[config.mk]
export PLATFORM = sky130hd
export DESIGN_NAME = ysyx_22040127_seq_divider
export DESIGN_NICKNAME = d
export VERILOG_FILES = /design/src/rtl/ysyx_22040127_seq_divider.sv
export SDC_FILE = /design/constraint.sdc
export NUM_CORES = 1
export LEC_CHECK = 0
export BUFFER_PORTS_ARGS = -buffer_cell sky130_fd_sc_hd__buf_2
export CAP_MARGIN = 30
export CORE_AREA = 2 2 231 233
export CTS_CLUSTER_DIAMETER = 50
export DETAILED_ROUTE_END_ITERATION = 16
export DIE_AREA = 0 0 233 235
export PLACE_DENSITY = 0.71
export SLEW_MARGIN = 20
export SYNTH_ARGS = -nofsm -noshare
export SYNTH_HDL_FRONTEND = slang
export SYNTH_SLANG_ARGS = --single-unit
export TNS_END_PERCENT = 50
[constraint.sdc]
create_clock -name clk -period 12 [get_ports clk]
set_input_delay 2.4 -clock clk [delete_from_list [all_inputs] [get_ports clk]]
set_output_delay 2.4 -clock clk [all_outputs]
set_load 0.02 [all_outputs]
[src/rtl/ysyx_22040127_seq_divider.sv]
// Radix-2 restoring divider serving the execute stage's divide handshake.
// Produces one quotient bit per cycle on magnitudes and fixes the signs on entry to DONE.
module ysyx_22040127_seq_divider #(
   parameter int WIDTH = 64,
   parameter int CNT_W = 7
) (
   input  logic             clk,
   input  logic             rst,
   input  logic [WIDTH-1:0] dividend,
   input  logic [WIDTH-1:0] divisor,
   input  logic             div_signed,
   input  logic             div_req,
   input  logic             div_hold,
   input  logic             div_cancel,
   output logic             div_ready,
   output logic [1:0]       div_state,
   output logic [WIDTH-1:0] quotient,
   output logic [WIDTH-1:0] remainder
);

   typedef enum logic [1:0] {
      IDLE = 2'b00,
      CALC = 2'b01,
      DONE = 2'b10
   } state_t;

   state_t state;
   state_t next_state;

   logic [CNT_W-1:0] cnt;
   logic [WIDTH-1:0] dvd_q;
   logic [WIDTH-1:0] dsr_q;
   logic [WIDTH-1:0] p_q;
   logic             q_neg;
   logic             r_neg;

   logic             div_zero;
   logic             last_iter;
   logic             dvd_neg;
   logic             dsr_neg;
   logic [WIDTH-1:0] dvd_abs;
   logic [WIDTH-1:0] dsr_abs;
   logic [WIDTH:0]   p_shift;
   logic [WIDTH:0]   p_diff;
   logic             q_bit;
   logic [WIDTH-1:0] p_next;
   logic [WIDTH-1:0] q_next;
   logic [WIDTH-1:0] q_final;
   logic [WIDTH-1:0] r_final;

   assign div_zero  = (divisor == '0);
   assign last_iter = (cnt == CNT_W'(WIDTH - 1));
   assign dvd_neg   = div_signed & dividend[WIDTH-1];
   assign dsr_neg   = div_signed & divisor[WIDTH-1];
   assign dvd_abs   = dvd_neg ? -dividend : dividend;
   assign dsr_abs   = dsr_neg ? -divisor : divisor;

   // The dividend register shifts left each step and the new quotient bit enters at the LSB,
   // so after WIDTH steps it holds the unsigned quotient. A clear borrow means P >= |divisor|.
   assign p_shift = {p_q, dvd_q[WIDTH-1]};
   assign p_diff  = p_shift - {1'b0, dsr_q};
   assign q_bit   = ~p_diff[WIDTH];
   assign p_next  = q_bit ? p_diff[WIDTH-1:0] : p_shift[WIDTH-1:0];
   assign q_next  = {dvd_q[WIDTH-2:0], q_bit};
   assign q_final = q_neg ? -q_next : q_next;
   assign r_final = r_neg ? -p_next : p_next;

   always_ff @(posedge clk or negedge rst) begin
      if (!rst) begin
         state <= IDLE;
      end else begin
         state <= next_state;
      end
   end

   always_comb begin
      next_state = state;
      if (div_cancel) begin
         next_state = IDLE;
      end else begin
         case (state)
            IDLE: begin
               if (div_req) begin
                  next_state = div_zero ? DONE : CALC;
               end
            end
            CALC: begin
               if (last_iter) begin
                  next_state = DONE;
               end
            end
            DONE: begin
               if (!div_hold) begin
                  next_state = IDLE;
               end
            end
            default: next_state = IDLE;
         endcase
      end
   end

   always_comb begin
      div_ready = (state == DONE);
      div_state = state;
   end

   // An aborted operation must never touch the visible result registers.
   always_ff @(posedge clk or negedge rst) begin
      if (!rst) begin
         cnt       <= '0;
         dvd_q     <= '0;
         dsr_q     <= '0;
         p_q       <= '0;
         q_neg     <= 1'b0;
         r_neg     <= 1'b0;
         quotient  <= '0;
         remainder <= '0;
      end else if (!div_cancel) begin
         case (state)
            IDLE: begin
               if (div_req) begin
                  if (div_zero) begin
                     quotient  <= '1;
                     remainder <= dividend;
                  end else begin
                     dvd_q <= dvd_abs;
                     dsr_q <= dsr_abs;
                     p_q   <= '0;
                     cnt   <= '0;
                     q_neg <= dvd_neg ^ dsr_neg;
                     r_neg <= dvd_neg;
                  end
               end
            end
            CALC: begin
               dvd_q <= q_next;
               p_q   <= p_next;
               cnt   <= cnt + CNT_W'(1);
               if (last_iter) begin
                  quotient  <= q_final;
                  remainder <= r_final;
               end
            end
            default: ;
         endcase
      end
   end

endmodule
# --- Word level (Yosys, flattened, before mapping) ---
# Index checks and enable logic that the tools add are counted.
word_totals:
  reg_bits: 331
  latch_bits: 0
  memories: 0
  romBits: 0
  mem_bits_rw: 0
  output_inout_bits: 131
classes:
  n_lt_le_gt_ge: 0
  addsub: 6
  n_shift: 0
  n_reduce_logical: 7
  n_mul: 0
  mux: 28
  n_bitwise: 6
  div_mod_pow: 0
  n_eq_ne: 10
op_table:
  columns: ["operator", "count"]
  rows:
  - ["two-way mux 64 bit", 15]
  - ["one-hot mux 64 bit (2 select lines)", 4]
  - ["negation 64 bit", 4]
  - ["subtractor 65 x 64 -> 65 bit", 1]
  - ["zero test 64 bit", 1]
  - ["two-way mux 7 bit", 2]
  - ["one-hot mux 7 bit (2 select lines)", 1]
  - ["two-way mux 2 bit", 5]
  - ["!= test 3 bit (second input constant)", 3]
  - ["!= test 2 bit (second input constant)", 4]
  - ["AND reduction 4 bit", 2]
  - ["adder 7 x 1 -> 7 bit (second input constant)", 1]
  - ["equality test 7 x 6 -> 1 bit (second input constant)", 1]
  - ["one-hot mux 2 bit (3 select lines)", 1]
  - ["AND reduction 5 bit", 1]
  - ["NOT 1 bit", 3]
  - ["AND reduction 3 bit", 1]
  - ["AND 1 bit", 2]
  - ["equality test 2 x 1 -> 1 bit (second input constant)", 1]
  - ["equality test 2 bit (second input constant)", 1]
  - ["zero test 2 bit", 1]
  - ["nonzero test 2 bit", 1]
  - ["XOR 1 bit", 1]

# --- Longest topological paths before layout ---
logic_depth:
  ltp_word: 6
  mapped_depth: 27
  ltp_nobuf: 23

# --- Worst setup path before layout ---
# OpenSTA, ideal clock, no wires.
synth_timing:
  kind: "input-to-reg"
  start: "in divisor[0]"
  end: "reg quotient[50]"
  setup_slack_ps: 6337
  t_arrival_ps: 5537
  path_buffers: 3
  t_required_ps: 11874
  stages: 16
  cell_sequence: "inv_1 > ha_1 > or4b_2 > nor3_1 > and3_1 > nand2_1 > nor4_1 > nand2_1 > nor2_1 > a31oi_1 > a21o_1 > buf_2 > nor2_1 > buf_2 > buf_2 > a21oi_1"
synth_via:
  elab_chain_len: 3
synth_rtl:
  columns: ["element", "line_no", "rtl"]
  rows:
  - ["start, declared", "10", "input logic [WIDTH-1:0] divisor,"]
  - ["zero test 64 bit", "51", "assign div_zero = (divisor == '0);"]
  - ["!= test 2 bit (no source line)", null, null]
  - ["AND reduction 5 bit (no source line)", null, null]
  - ["end signal, assigned", "140", "quotient <= q_final;"]
  - ["end, declared", "17", "output logic [WIDTH-1:0] quotient,"]
# No other way between the ends.
# A chain may end at the register's enable or synchronous reset.

# --- Final worst setup path ---
layout_timing:
  start: "reg dvd_q[63]"
  end: "reg remainder[58]"
layout_via:
  elab_chain_len: 6
layout_rtl:
  columns: ["element", "line_no", "rtl"]
  rows:
  - ["start, declared", "31", "logic [WIDTH-1:0] dvd_q;"]
  - ["start signal, assigned", "126", "dvd_q <= dvd_abs;"]
  - ["start signal, assigned", "136", "dvd_q <= q_next;"]
  - ["subtractor 65 x 64 -> 65 bit", "61", "assign p_diff = p_shift - {1'b0, dsr_q};"]
  - ["two-way mux 64 bit *", "63", "assign p_next = q_bit ? p_diff[WIDTH-1:0] : p_shift[WIDTH-1:0];"]
  - ["negation 64 bit", "66", "assign r_final = r_neg ? -p_next : p_next;"]
  - ["two-way mux 64 bit *", "66", null]
  - ["two-way mux 64 bit *", "139", "if (last_iter) begin"]
  - ["one-hot mux 64 bit (2 select lines) *", "119", "case (state)"]
  - ["end signal, assigned", "124", "remainder <= dividend;"]
  - ["end signal, assigned", "141", "remainder <= r_final;"]
  - ["end, declared", "18", "output logic [WIDTH-1:0] remainder"]
# Mark *: on every way between the ends. The rest lies on a longest branch, timed or not. The select of a mux whose other input is x is not followed.

==> impl_metrics.tcl <==
set metrics [dict create \
    drv_cap 0 \
    clock_skew_ns 0.0288 \
    routabilityCongestion 0.975 \
    cts-resized-gates 0 \
    antenna_violations_before_repair 3 \
    clk_pin_slew_ns 0.06 \
    cpLargestDelayFamily "simple AND/OR/NAND/NOR gates" \
    worstPathBufferInverterCount 3 \
    clk_path_buf_depth 3 \
    yosysWarnings 0 \
    fin_tns_setup_ns 0 \
    power-per-cell-area_mw_per_mm2 259 \
    synth_sequential_area_ratio_pct 32.7 \
    worst_reg2reg_startpoint "dvd_q[63]" \
    preCtsSetupSlack_ns 4.27 \
    placement_row_count 84 \
    hp-class "reg -> reg" \
    worstPathArrival_ns 7.73 \
    setup_ws_ns 4.74 \
    period_needed_ns 7.26 \
    numCtsBuffers 41 \
    synth.top_cell.area_share_pct 32.7 \
    portBuffers 264 \
    synth-edff-count 0 \
    top_cell_type_by_total_area_after_synthesis "sky130_fd_sc_hd__dfrtp_1" \
    ports 265 \
    synth_register_bits 331 \
    most_frequent_cell_after_synthesis "sky130_fd_sc_hd__nand2_1" \
    syn_nets 3489 \
    setup_viol_count_final 0 \
    routed-via-count 24800 \
    floorplan.die_area_mm2 0.0548 \
    grt_pass1_vias 22700 \
    chipHeight_um 235 \
    crit_path_end_kind "register" \
    area_of_the_mapped_netlist_mm2 0.0253 \
    dominantRegCellSynth "sky130_fd_sc_hd__dfrtp_1" \
    timing.critical_path.cells "inv_1 -> ha_1 -> fa_1 -> nor2b_1 -> o31a_4 -> o2111ai_2 -> a31oi_2 -> o211ai_1 -> o211a_4 -> inv_2 -> buf_4 -> nor2_1 -> a21oi_1 -> ha_1 -> nand4bb_1 -> nor4_1 -> nand2b_1 -> mux2i_1 -> o211a_1 -> nand3_1 -> nor4b_1 -> nor2_1 -> a211oi_1" \
    crit_path_max_fanout 80 \
    r2r-end "remainder[58]" \
    drt_iter0_drc 2045 \
    hold_fix_buffers_at_cts 0 \
    worstSetupPathType "reg -> reg" \
    route.detailed.wl_per_inst_um 19.2 \
    cts.sinks 331 \
    grt_util_all_layers_pct 28.6 \
    placed_cells_incl_taps 4072 \
    report.final.hold_viol_count 0 \
    flow.area_growth_from_synthesis_pct 12.1 \
    fin_nets 3633 \
    vdd_ir_drop_max_v 0.000131 \
    grt_max_degree 174 \
    synth_commonest_cells "456 x sky130_fd_sc_hd__nand2_1, 352 x sky130_fd_sc_hd__o21ai_0, 347 x sky130_fd_sc_hd__nor2_1, 331 x sky130_fd_sc_hd__dfrtp_1, 282 x sky130_fd_sc_hd__a21oi_1" \
    global_route.overflow_total 0 \
    synthArstFlopShare_pct 100 \
    clock_tree.htree_level_count 2 \
    die_width_um 233 \
    leakage_power_nw 12.2 \
    number_of_gates_on_the_worst_path_with_buffers_counted 23 \
    synth.avg_cell_area_um2 7.70 \
    cts.repair_timing.setup_buffer_count 0 \
    unrepaired_setup_endpoints_after_global_routing "false" \
    timing_worst_slew_pin_value_ns 1.14 \
    crit_path_start_kind "register" \
    floorplan.initialDensity_pct 48.5 \
    status "completed" \
    tritoncts "done" \
    final_antenna_net_count 0 \
    cp_slowest_stage_delay_ns 0.64 \
    critPathSlowestCell "sky130_fd_sc_hd__buf_4" \
    most_area_consuming_cells_after_synthesis "sky130_fd_sc_hd__dfrtp_1 33%, sky130_fd_sc_hd__o21ai_0 7.0%, sky130_fd_sc_hd__nand2_1 6.8%" \
    vias_per_cell 5.97 \
    finish.cell_count_without_fillers 4147 \
    drc 0 \
    clkLatencyLatePin_ns 0.58 \
    layout_worst_path_cycle_share_pct 60.5 \
    synth_cell_type_count 99 \
    ff2ff_path_depth 23 \
    grt_pass1_wl_um 126000 \
    r2r_slack_ns 4.74 \
    maxSlewHeadroom_pct 22.8 \
    setup_crit_start "dvd_q[63]" \
    slew_violations 0 \
    crit_end "remainder[58]" \
    placeableCoreArea_mm2 0.0522 \
    count_of_mapped_cells_out_of_synthesis 3285 \
    required_ns 12.47 \
    fmaxAchievable_ghz 0.138 \
    ctsRootBufferMaster "sky130_fd_sc_hd__clkbuf_16" \
    dp.final_hpwl_um 60800 \
    layout-drive-gt1-share_pct 12.5 \
    drt-pass1-iter-count 6 \
    post_route_wl_um 79800 \
]
logic make-up (layout without fill, tap and decap cells):
kind of cell / after synthesis / after routing / synth area share [%]
muxes: 54 / 54 / 2.18
adders and majority gates: 70 / 70 / 3.49
xor gates and xnor gates: 259 / 259 / 8.96
buffers and inverters: 294 / 467 / 4.69
other: 0 / 1 / 0
DFF: 331 / 331 / 32.7
and+or+nand+nor: 1249 / 1249 / 22.9
AOI/OAI and AO/OA: 1028 / 1028 / 25.0
tightest hold or removal path, delay by kind of cell, from the launching register on:
family	cells	cell delay [ns]
AOI/OAI and AO/OA	1	0.06
and+or+nand+nor	1	0.04
DFF	1	0.33
through the flow:
step	hold WS, ns	util, %	total power, W	instance area, um2
floorplan	0.450	-	0.00476	25300
global placement	0.456	51.6	0.00595	26900
detailed placement	0.464	51.6	0.00599	27000
CTS	0.478	54.2	0.00728	28300
global route	0.493	54.3	0.00785	28400
finish	0.472	54.3	0.00735	28400
per-layer routing:
layer,wire length (um),track usage (%)
met2,33700,41.4
met3,6330,4.31
met5,23,0
met4,2800,10.6
met1,37000,42.8
flip-flops by register name, summed over array words and instances, names as in the netlist:
register	flops
cnt	7
dsr_q	64
div_state	2
remainder	64
dvd_q	64
quotient	64
q_neg	1
p_q	64
r_neg	1
cells in the final DEF (no fill, tap or decap), drive strengths merged, types with 18 or more instances in the layout:
cell type | Yosys | layout
a21o | 23 | 23
or2 | 21 | 21
nand3 | 48 | 48
and3 | 29 | 29
o21a | 27 | 27
a211oi | 18 | 18
o211ai | 22 | 22
dfrtp | 331 | 331
a31oi | 65 | 65
buf | 77 | 291
o31ai | 57 | 57
or3 | 59 | 59
nor4 | 45 | 45
inv | 104 | 109
nand2b | 24 | 24
clkbuf | 113 | 53
xor2 | 159 | 159
nand4 | 37 | 37
mux2i | 46 | 46
o21ai | 375 | 375
nand2 | 456 | 456
o41ai | 27 | 27
ha | 69 | 69
or4 | 31 | 31
xnor2 | 100 | 100
nor3 | 92 | 92
nor2 | 347 | 347
a21oi | 285 | 285
a22o | 18 | 18
how the worst min path moves through the flow:
stage,endpoint,cells after the start,start,slack [ns]
after global routing,q_neg,2,q_neg,0.49
after global placement,q_neg,2,q_neg,0.46
after CTS,q_neg,2,q_neg,0.48
after floorplan,dsr_q[39],2,dsr_q[39],0.45
final,remainder[2],2,remainder[2],0.47
after detailed placement,q_neg,2,q_neg,0.46
power by group:
group | total, W | switching (W) | internal [W]
sequential | 0.00181 | 0.000342 | 0.00146
clock | 0.00126 | 0.000515 | 0.000744
combinational | 0.00428 | 0.00279 | 0.00149
total | 0.00735 | 0.00365 | 0.00370
layout make-up:
cell class | count | area [um2]
flip-flops and latches | 331 | 8280
clock inverters | 19 | 221
inverters | 104 | 390
fillers | 5032 | 23900
well taps | 688 | 861
clock buffers | 53 | 1140
repair buffers | 291 | 1600
diodes | 1 | 2.50
multi-input cells | 2660 | 15900
Power figures use the tool's default switching activity.
